==> config.mk <==
export PLATFORM = sky130hd
export DESIGN_NAME = delay_timer_flat
export DESIGN_NICKNAME = d
export VERILOG_FILES = /design/src/rtl/delay_timer_if.sv /design/src/rtl/delay_timer.sv /design/src/flat_wrapper.sv
export SDC_FILE = /design/constraint.sdc
export NUM_CORES = 1
export LEC_CHECK = 0
export ABC_CLOCK_PERIOD_IN_PS = 5050
export CORE_ASPECT_RATIO = 1.75
export CORE_MARGIN = 2
export CORE_UTILIZATION = 55
export DETAILED_ROUTE_END_ITERATION = 12
export GPL_TIMING_DRIVEN = 0
export PLACE_DENSITY = 0.82
export RECOVER_POWER = 25
export SLEW_MARGIN = 20
export SYNTH_ARGS = -nofsm -noshare
export SYNTH_HDL_FRONTEND = slang
export SYNTH_SLANG_ARGS = --single-unit
==> constraint.sdc <==
create_clock -name clk -period 5.05 [get_ports clk]
set_clock_uncertainty 0.2 [all_clocks]
set_input_delay 0.7575 -clock clk [delete_from_list [all_inputs] [get_ports clk]]
set_output_delay 0.7575 -clock clk [all_outputs]
set_load 0.02 [all_outputs]
==> src/rtl/delay_timer_if.sv <==
// Handshake bundle between the decoder/program counter and the delay timer.
// Carries unit_sel only when DELAY_TIMER_UNIT_SEL_EN is defined.
interface delay_timer_if #(
  parameter int unsigned VAL_W = 16
);
  logic             delay;
  logic [VAL_W-1:0] delay_value;
  logic             pchalt;
`ifdef DELAY_TIMER_UNIT_SEL_EN
  logic             unit_sel;
`endif
  logic             count_done;
  logic             busy;
  logic [VAL_W-1:0] remaining;

  modport master (
`ifdef DELAY_TIMER_UNIT_SEL_EN
    output unit_sel,
`endif
    output delay, delay_value, pchalt,
    input  count_done, busy, remaining
  );

  modport slave (
`ifdef DELAY_TIMER_UNIT_SEL_EN
    input  unit_sel,
`endif
    input  delay, delay_value, pchalt,
    output count_done, busy, remaining
  );
endinterface

==> src/rtl/delay_timer.sv <==
// Program-counter delay responder: counts delay_value units of PRESCALE clocks, then pulses count_done.
// Optional DELAY_TIMER_UNIT_SEL_EN adds unit_sel choosing US_PRESCALE clocks per unit.
module delay_timer #(
  parameter int unsigned VAL_W       = 16,
  parameter int unsigned PRESCALE    = 100000,
  parameter int unsigned PRE_W       = 17
`ifdef DELAY_TIMER_UNIT_SEL_EN
  , parameter int unsigned US_PRESCALE = 100
`endif
) (
  input logic         clk,
  input logic         rst,
  delay_timer_if.slave bus
);

  localparam logic [PRE_W-1:0] PRE_LAST = PRE_W'(PRESCALE - 1);
`ifdef DELAY_TIMER_UNIT_SEL_EN
  localparam logic [PRE_W-1:0] US_LAST  = PRE_W'(US_PRESCALE - 1);
`endif

  typedef enum logic [1:0] {IDLE, COUNT, DONE, RECOVER} state_t;

  state_t           state;
  logic [PRE_W-1:0] prescaler;
  logic [VAL_W-1:0] remaining;
  logic             count_done;
  logic             busy;
  logic [PRE_W-1:0] unit_last;

`ifdef DELAY_TIMER_UNIT_SEL_EN
  logic unit_q;
  assign unit_last = unit_q ? US_LAST : PRE_LAST;
`else
  assign unit_last = PRE_LAST;
`endif

  // Single registered FSM; outputs updated alongside the state
  always_ff @(posedge clk) begin
    if (rst) begin
      state      <= IDLE;
      prescaler  <= '0;
      remaining  <= '0;
      count_done <= 1'b0;
      busy       <= 1'b0;
`ifdef DELAY_TIMER_UNIT_SEL_EN
      unit_q     <= 1'b0;
`endif
    end else begin
      case (state)
        IDLE: begin
          if (bus.delay && !bus.pchalt) begin
            remaining <= bus.delay_value;
            prescaler <= '0;
            busy      <= 1'b1;
`ifdef DELAY_TIMER_UNIT_SEL_EN
            unit_q    <= bus.unit_sel;
`endif
            if (bus.delay_value != '0) begin
              state <= COUNT;
            end else begin
              state      <= DONE;
              count_done <= 1'b1;
            end
          end
        end

        COUNT: begin
          if (bus.pchalt) begin
            state <= COUNT;
          end else if (!bus.delay) begin
            // Decoder moved on: abandon the delay silently
            state     <= IDLE;
            remaining <= '0;
            prescaler <= '0;
            busy      <= 1'b0;
          end else if (prescaler == unit_last) begin
            prescaler <= '0;
            if (remaining == VAL_W'(1)) begin
              state      <= DONE;
              remaining  <= '0;
              count_done <= 1'b1;
            end else begin
              remaining <= remaining - VAL_W'(1);
            end
          end else begin
            prescaler <= prescaler + PRE_W'(1);
          end
        end

        DONE: begin
          // Stretch the pulse while the program counter is frozen
          if (!bus.pchalt) begin
            state      <= RECOVER;
            count_done <= 1'b0;
            busy       <= 1'b0;
          end
        end

        RECOVER: state <= IDLE;

        default: state <= IDLE;
      endcase
    end
  end

  assign bus.count_done = count_done;
  assign bus.busy       = busy;
  assign bus.remaining  = remaining;

endmodule

==> src/flat_wrapper.sv <==
// flat-port wrapper written by rule: the top's interface ports become plain ports
module delay_timer_flat 
#(
  parameter int unsigned VAL_W       = 16,
  parameter int unsigned PRESCALE    = 100000,
  parameter int unsigned PRE_W       = 17

)
  (clk, rst, bus_delay, bus_delay_value, bus_pchalt, bus_count_done, bus_busy, bus_remaining);
  delay_timer_if #(.VAL_W(VAL_W)) bus_i ();
  input logic clk;
  input logic rst;
  input wire logic [$bits(bus_i.delay)-1:0] bus_delay;
  input wire logic [$bits(bus_i.delay_value)-1:0] bus_delay_value;
  input wire logic [$bits(bus_i.pchalt)-1:0] bus_pchalt;
  output wire logic [$bits(bus_i.count_done)-1:0] bus_count_done;
  output wire logic [$bits(bus_i.busy)-1:0] bus_busy;
  output wire logic [$bits(bus_i.remaining)-1:0] bus_remaining;
  assign bus_i.delay = bus_delay;
  assign bus_i.delay_value = bus_delay_value;
  assign bus_i.pchalt = bus_pchalt;
  assign bus_count_done = bus_i.count_done;
  assign bus_busy = bus_i.busy;
  assign bus_remaining = bus_i.remaining;
  delay_timer #(.VAL_W(VAL_W), .PRESCALE(PRESCALE), .PRE_W(PRE_W)) u_core (.clk(clk), .rst(rst), .bus(bus_i));
endmodule
==> run metrics <==
Die Width=between 50 and 60 um; Yosys reg bits=37; CTS clock-pin slew for the worst setup and hold paths=70 ps; DR DRC count=0; pwr dens=between 400 and 500 nW/um^2; CP endpoint kind=flip-flop; final setup margin=roughly 2100 ps; CP startpoint kind=input pin; fin crit share=a little under three fifths; list of most frequent post-synthesis cells=dfxtp_1, nor2_1, nand2_1; CP arrival=~2900 ps; Async S/R FF share, synth=0%; latest clock arrival within the worst-skew pair=a little under 300 ps; Hold WS=roughly 320 ps; maximum VDD drop=between 200 and 300 uV; reg2reg start=u_core.bus.remaining[1]; Post-synth EDFFs=0; Vias=roughly 2,300; Synthesized Nets=294; status=finished, final reports clean; post-route cell area=2720 um^2; FF-to-FF setup slack=between 2000 and 2500 ps; placed cells=352; post-placement cell area=~2600 um^2; port buffer count=37; n_diodes=0; post-layout minimum cycle time=~2900 ps; post-layout utilization of the core=71.0%; Final nets=around 340; routed wire length=6090 um; antenna violations before repair=0; 1st-pass router iterations=4; count of pins over their slew limit=0; Final Non-Filler Cells=between 300 and 400; Setup WS pre-CTS=approximately 1900 ps; setup TNS=0 ps; global-route wire length before repair=between 9000 and 10,000 um; synthesized instance count=between 200 and 300; number of global-route vias before repair=between 2,000 and 2,500; total setup buffers inserted after CTS=0; ratio of cells with drive above 1 in the final layout=6.73%; ANT nets after route=0; die area=4520 um^2; Mapped Area=about 2200 um^2; fmax=345 MHz; average size of a mapped cell=8.19 um^2; Area Overhead vs Synth=24.3%; largest net degree at the start of global routing=12; top post-synthesis cells by area=dfxtp_1, nor2_1, xor2_1; core area=approximately 3800 um^2; Leakage=0.987 nW; DRT iter0 DRCs=100; Hold Startpoint=u_core.bus.remaining[14]; Syn. warnings=0; dominant cell by count in the synthesized netlist=dfxtp_1; TritonCTS clock tree=done; Sink Count=37; Worst Hold Path EP=u_core.bus.remaining[14]; Final HPWL DP=about 4600 um; Final setup viols=0; R2R depth=9; area share of the leading cell type in the synthesized netlist=about a third; Via-to-Cell Ratio=6.31; DR WL/cell=around 17 um; FP Rows=30; grt ovf=0; Cells on Worst Hold Path=2; GR Util All Layers=28.2%; WS Path Type=input pin to flip-flop; Max clock buf depth=2; HP Class=flip-flop to flip-flop; Synth Flop Type=dfxtp_1; worst slew pin tran=approximately 900 ps; total CTS buffers=5; Starting Density=57.1%; register area share after synthesis=33.9%; total power=around 1.2 mW; CP Max Fanout=7; required time worst endpoint=approximately 5000 ps; Routability Congestion=between 0.9 and 1; Max Cap Viol=0; CTS root buf=clkbuf_8; Fin. Hold Viols=0; area leader, netlist=dfxtp_1; RR Endpoint=u_core.bus.remaining[15]; IO Pins=38; post-cts sizing count=0; Rel. slew slack=38.4%; post-synth cell types=48; cts hold-fix bufs=0; RSZ-0062 raised after global routing=no; H-tree levels=2; die height=87.4 um
==> cells by family after synthesis <==
kind of cell | count (synthesis) | synth area share [%]
buffers and inverters | 18 | 3.49
flip-flops | 37 | 33.9
XOR/XNOR | 19 | 7.61
multiplexers | 3 | 1.49
adder cells (fa/ha/maj) | 7 | 4.00
AO/OA/AOI/OAI | 56 | 17.4
AND/OR/NAND/NOR | 127 | 32.2
==> report_power, final <==
part	leakage (nW)	internal, mW	total [mW]	switching (mW)
Clock	0.0542	0.123	0.228	0.104
Combinational	0.632	0.234	0.583	0.349
Sequential	0.301	0.331	0.379	0.0481
==> worst max-delay path, cell delays in order <==
cell,delay [ps]
clkdlybuf4s50_1,580
mux2i_1,230
nor4_1,830
nand4_1,240
xor2_1,190
nor2_1,50
==> registers in the layout (all words and copies together) (netlist names) <==
signal,count
u_core.prescaler,17
u_core.bus.remaining,16
u_core.state,2
u_core.bus.busy,1
u_core.bus.count_done,1
==> layout by cell type (no fill, tap or decap), drive strengths merged, types with 2 or more instances in the layout <==
master | Yosys | routed
dfxtp | 37 | 37
nor2 | 34 | 34
clkdlybuf4s50 | 0 | 24
nand2 | 18 | 18
nor3 | 17 | 17
a21oi | 17 | 17
nor4 | 14 | 14
clkbuf | 7 | 14
dlygate4sd3 | 0 | 13
xor2 | 12 | 12
o21ai | 9 | 9
nand4 | 8 | 8
nand2b | 8 | 8
a211oi | 7 | 7
o32ai | 7 | 7
xnor2 | 7 | 7
ha | 7 | 7
nand3 | 6 | 6
inv | 5 | 5
buf | 5 | 5
a221oi | 4 | 4
nor4b | 3 | 3
a22oi | 3 | 3
nor2b | 3 | 3
and4 | 3 | 3
or4 | 3 | 3
or4bb | 2 | 2
and2 | 2 | 2
a32oi | 2 | 2
o21a | 2 | 2
mux2 | 2 | 2
clkinv | 1 | 2
or3 | 2 | 2
==> how the worst max path moves through the flow <==
stage | startpoint | to | slack (ps) | cells after the start
6_report | bus_delay | u_core.prescaler[13] | 2150 | 6
5_1_grt | bus_delay | u_core.prescaler[13] | 1960 | 6
4_1_cts | bus_delay | u_core.prescaler[13] | 2180 | 6
3_5_place_dp | bus_delay | u_core.prescaler[13] | 1890 | 6
3_3_place_gp | bus_delay | u_core.prescaler[13] | 1900 | 6
2_1_floorplan | u_core.bus.remaining[1] | u_core.bus.remaining[15] | 2730 | 9
==> area by class of cell <==
type,instances,area [um^2]
Buffer,12,53.8
Clock buffer,7,96.3
Clock inverter,1,5.00
Fill cell,350,1110
Inverter,6,22.5
Multi-Input combinational cell,212,1370
Sequential cell,37,741
Tap cell,48,60.1
Timing Repair Buffer,37,370
==> per-layer routing <==
metal | up-vias | share of wire, % | GRT usage [%]
li1 | 1081 | - | -
met1 | 1084 | 37 | 27.1
met2 | 86 | 54 | 53.8
met3 | 21 | 4.7 | 4.81
met4 | 0 | 3.6 | 16.0
met5 | - | 0 | 0
No activity file was read; power rests on OpenSTA's default activity.
==> RTL change 1: new RTL, same settings <==
Re-encode `state_t` (4 states) as one-hot, 4 bits wide.
--- a/src/rtl/delay_timer.sv
+++ b/src/rtl/delay_timer.sv
@@ -18,7 +18,7 @@
   localparam logic [PRE_W-1:0] US_LAST  = PRE_W'(US_PRESCALE - 1);
 `endif
 
-  typedef enum logic [1:0] {IDLE, COUNT, DONE, RECOVER} state_t;
+  typedef enum logic [3:0] {IDLE = 4'b0001, COUNT = 4'b0010, DONE = 4'b0100, RECOVER = 4'b1000} state_t;
 
   state_t           state;
   logic [PRE_W-1:0] prescaler;
Function: no difference found for any inputs over 10 cycles, from zero or initial values and one cycle with rst high; not proved beyond that.
==> RTL change 1 against the original RTL <==
- setup slack worse by 0.14 ns
- count of clock-buffer cells in the layout is 1 lower
- critical path depth is 1 higher
- routed wire length is 11% higher
- sequential cell count is 2 higher
- synthesized area is 8.2% higher
- power is 5.8% higher
- cell area is 7.5% higher
- non-clock buffer count is 6 higher
==> RTL change 1: results (changes against the original RTL) <==
metric	value	unit	change
worst-path fanout max	10		was 7
invs w/o clock	3		was 6
first-pass detailed-route iteration total	5		was 4
Int Pwr	768	µW	was 688 µW
final-layout clock buffer total	6		was 7
Met3 Routed Length	363	µm	was 284 µm
multi-input gates	221		was 212
slowest CP cell	dlygate4sd3_1		was nor4_1
critical path's top delay family	compound AO/OA/AOI/OAI gates		was simple AND/OR/NAND/NOR gates
pre-CTS WS	1.80	ns	was 1.89 ns
registers with the most flip-flops	u_core.prescaler (17), u_core.bus.remaining (16), u_core.state (4)		was u_core.prescaler (17), u_core.bus.remaining (16), u_core.state (2)
gpl congestion	0.941		was 0.933
peak supply drop	0.349	mV	was 0.290 mV
first-pass GRT wire length	10.9	mm	was 9.76 mm
top cells by area, synth	dfxtp_1 (33%), nor2_1 (5.5%), xor2_1 (4.4%), a21oi_1 (3.4%), nor3_1 (2.7%)		was dfxtp_1 (34%), nor2_1 (5.8%), xor2_1 (4.8%), ha_1 (4.0%), a21oi_1 (3.9%)
largest net degree at the start of global routing	13		was 12
postcts setup bufs	0		unchanged
vias per inst	6.52		was 6.31
Leak	0.00103	µW	was 0.000987 µW
Multi-input gate area	0.00148	mm²	was 0.00137 mm²
slowest stage delay, CP	0.64	ns	was 0.83 ns
NonClk Buf Share	0.157		was 0.156
register share of total power	0.316		was 0.319
Compound-Gate Fraction of Synth Area	0.208		was 0.174
fill count	348		was 350
clock sinks	39		was 37
XOR/XNOR share of the synthesized area	0.0666		was 0.0761
Non-clock buffers	55		was 49
clock-cell share of area	0.0454		was 0.0373
Mapped Nets	305		was 294
GRT met2 Usage	0.519		was 0.538
DRT Wirelength	6.78	mm	was 6.09 mm
layout cells sized above 1	0.113		was 0.0673
Final nets	348		was 338
post-synthesis sequential area ratio	0.330		was 0.339
period utilization	0.601		was 0.575
met3 Usage GRT	0.0513		was 0.0481
sequential share of cell area	0.267		was 0.272
I/O Buffers	36		was 37
DP HPWL	5.01	mm	was 4.60 mm
status	finished clean		unchanged
clk pwr	316	µW	was 228 µW
mux contribution to synthesized area	0.00846		was 0.0149
ranking of synthesized cells by instance count	dfxtp_1 (39), nor2_1 (35), nand2_1 (17)		was dfxtp_1 (37), nor2_1 (34), nand2_1 (18)
adder-cell share of the synthesized area	0.0159		was 0.0400
Clock transition at path regs	0.08	ns	
Iter 0 DRT Violations	117		was 100
vias in the first global route	2397		was 2238
met1 Track Usage GR	0.311		was 0.271
worst slew pin tran	0.955	ns	was 0.915 ns
Root Buffer	clkbuf_8		unchanged
CP Data Arrival Time	3.00	ns	was 2.88 ns
worst reg2reg setup slack	2.32	ns	about the same
Metal-1 WL	2.50	mm	was 2.26 mm
Post-Layout Cell Count	375		was 360
==> RTL change 1: worst register-to-register path, cell delays in order (launching register included) <==
cell and delay (ns):
dfxtp_1 0.37, inv_1 0.13, ha_1 0.20, nor3b_1 0.79, nand3_1 0.32, or2_2 0.35, a21oi_1 0.14, o32ai_1 0.09
==> RTL change 1: path summary, 6_finish.rpt <==
check	cells past startpoint	endpoint	start
max	7	u_core.bus.remaining[8]	bus_delay
max reg2reg	7	u_core.bus.remaining[10]	u_core.bus.remaining[0]
min	2	u_core.bus.remaining[15]	u_core.bus.remaining[15]
min reg2reg	2	u_core.bus.remaining[15]	u_core.bus.remaining[15]
==> RTL change 1: stage by stage <==
step                      total power, µW   util  instance area, µm²  hold slack [ns]
after detailed placement              942  0.672                2790            0.299
after CTS                            1260  0.704                2920            0.320
after floorplan                       775      -                2370            0.270
final                                1260  0.704                2920            0.320
after global placement                931  0.672                2790            0.285
after global routing                 1320  0.704                2920            0.350
==> RTL change 2: new RTL, same settings <==
Without the edit above. `VAL_W` is set to 16 in 3 places; all go to 32.
--- a/src/rtl/delay_timer_if.sv
+++ b/src/rtl/delay_timer_if.sv
@@ -1,7 +1,7 @@
 // Handshake bundle between the decoder/program counter and the delay timer.
 // Carries unit_sel only when DELAY_TIMER_UNIT_SEL_EN is defined.
 interface delay_timer_if #(
-  parameter int unsigned VAL_W = 16
+  parameter int unsigned VAL_W = 32
 );
   logic             delay;
   logic [VAL_W-1:0] delay_value;
--- a/src/rtl/delay_timer.sv
+++ b/src/rtl/delay_timer.sv
@@ -1,7 +1,7 @@
 // Program-counter delay responder: counts delay_value units of PRESCALE clocks, then pulses count_done.
 // Optional DELAY_TIMER_UNIT_SEL_EN adds unit_sel choosing US_PRESCALE clocks per unit.
 module delay_timer #(
-  parameter int unsigned VAL_W       = 16,
+  parameter int unsigned VAL_W       = 32,
   parameter int unsigned PRESCALE    = 100000,
   parameter int unsigned PRE_W       = 17
 `ifdef DELAY_TIMER_UNIT_SEL_EN
--- a/src/flat_wrapper.sv
+++ b/src/flat_wrapper.sv
@@ -1,7 +1,7 @@
 // flat-port wrapper written by rule: the top's interface ports become plain ports
 module delay_timer_flat 
 #(
-  parameter int unsigned VAL_W       = 16,
+  parameter int unsigned VAL_W       = 32,
   parameter int unsigned PRESCALE    = 100000,
   parameter int unsigned PRE_W       = 17
 
Ports: changed (resized bus_delay_value and bus_remaining); port bits go from 38 to 70. No check against the original RTL was run, so the function may have changed too.
==> RTL change 2 against the original RTL <==
- power increased by 52%
- via count increased by 72%
- maximum frequency decreased by 17%
- routed wire length increased by 85%
- synthesized cell count increased by 63%
- critical path type unchanged
- sequential cell count increased by 16
- cell count increased by 63%
- synthesized area increased by 50%
- cell area increased by 53%
- setup slack got worse by 0.60 ns
- sequential share of layout area decreased by 1.7 points
- combinational power increased by 68%
- hold slack got worse by 0.027 ns
==> RTL change 2: results (changes against the original RTL) <==
metric	value	unit	change
status	finished clean		unchanged
placed insts	581		was 352
Final nets	553		was 338
CP Data Arrival Time	3.55	ns	was 2.88 ns
I/O Buffers	68		was 37
Hold Slack	0.292	ns	was 0.319 ns
top cells by area, synth	dfxtp_1 (32%), nand2_1 (5.2%), nor2_1 (4.9%), a21oi_1 (4.7%), o21ai_0 (4.4%)		was dfxtp_1 (34%), nor2_1 (5.8%), xor2_1 (4.8%), ha_1 (4.0%), a21oi_1 (3.9%)
hold-critical path endpoint	u_core.bus.busy		was u_core.bus.remaining[14]
DP HPWL	8.54	mm	was 4.60 mm
largest net degree at the start of global routing	16		was 12
Leak	0.00149	µW	was 0.000987 µW
Relative slew margins	0.292		was 0.384
wire per inst	19.2	µm	was 16.9 µm
gpl congestion	0.949		was 0.933
first-pass GRT wire length	18.1	mm	was 9.76 mm
Clock transition at path regs	0.10	ns	was 0.07 ns
ranking of synthesized cells by instance count	dfxtp_1 (53), nand2_1 (45), nor2_1 (43)		was dfxtp_1 (37), nor2_1 (34), nand2_1 (18)
Iter 0 DRT Violations	338		was 100
post-synthesis sequential area ratio	0.324		was 0.339
peak supply drop	0.252	mV	was 0.290 mV
vias in the first global route	3820		was 2238
Netlist cell types	50		was 48
registers with the most flip-flops	u_core.bus.remaining (32), u_core.prescaler (17), u_core.state (2)		was u_core.prescaler (17), u_core.bus.remaining (16), u_core.state (2)
gr usage total	0.344		was 0.282
Clock Latency Late Sink	0.31	ns	was 0.29 ns
first-pass detailed-route iteration total	5		was 4
R2R Path Start	u_core.bus.remaining[8]		was u_core.bus.remaining[1]
[RTL change 2: per-layer routing]
| metal | vias up | global-route usage | part of all wire |
|---|---|---|---|
| li1 | 1803 | - | - |
| met1 | 1803 | 0.371 | 0.35 |
| met2 | 238 | 0.622 | 0.51 |
| met3 | 57 | 0.0413 | 0.079 |
| met4 | 0 | 0.232 | 0.057 |
| met5 | - | 0 | 0 |
[RTL change 2: layout make-up]
class	count	area (µm²)
Multi-Input combinational cell	343	2060
Fill cell	532	1670
Sequential cell	53	1060
Timing Repair Buffer	68	681
Tap cell	78	97.6
Buffer	20	90.1
Inverter	19	71.3
Clock buffer	5	68.8
Clock inverter	2	35.0
[RTL change 2: worst max-delay path by stage]
stage                                     endpoint                    start  cells past startpoint  slack [ns]
after detailed placement       u_core.prescaler[2]                bus_delay                      9        1.27
after global placement        u_core.prescaler[11]                bus_delay                      9        1.33
after CTS                      u_core.prescaler[7]                bus_delay                      9        1.57
after floorplan           u_core.bus.remaining[20]  u_core.bus.remaining[0]                      8        2.44
final                          u_core.prescaler[7]                bus_delay                      9        1.55
after global routing           u_core.prescaler[2]                bus_delay                      9        1.34
[RTL change 2: where the power goes]
group          leakage, µW  total (µW)  internal (µW)  switching (µW)
Sequential        0.000431         542            473            69.3
Combinational      0.00101         980            356             624
Clock            0.0000540         291            144             146
Total              0.00149        1810            974             839
[RTL change 2: cell families after synthesis]
family                   Yosys count  share of synthesized area
multiplexers                       2                    0.00611
flip-flops                        53                      0.324
adder cells (fa/ha/maj)            7                     0.0267
XOR/XNOR                          12                     0.0321
buffers and inverters             39                     0.0492
AO/OA/AOI/OAI                    115                      0.230
AND/OR/NAND/NOR                  207                      0.332
[RTL change 2: metrics by stage]
step / power (µW) / area, µm² / worst slack, ns
2_1_floorplan: 1180 / 3280 / 2.44
3_3_place_gp: 1490 / 4060 / 1.33
3_5_place_dp: 1510 / 4060 / 1.27
4_1_cts: 1790 / 4160 / 1.57
5_1_grt: 1910 / 4160 / 1.34
6_report: 1810 / 4160 / 1.55
[RTL change 2: critical path, stage by stage]
cell             delay (ns)
clkdlybuf4s50_1        0.55
and2_1                 0.15
clkbuf_1               0.39
nor3_1                 0.13
a21oi_1                0.22
clkbuf_1               0.45
nand2_1                0.40
clkbuf_1               0.33
nor2_1                 0.17
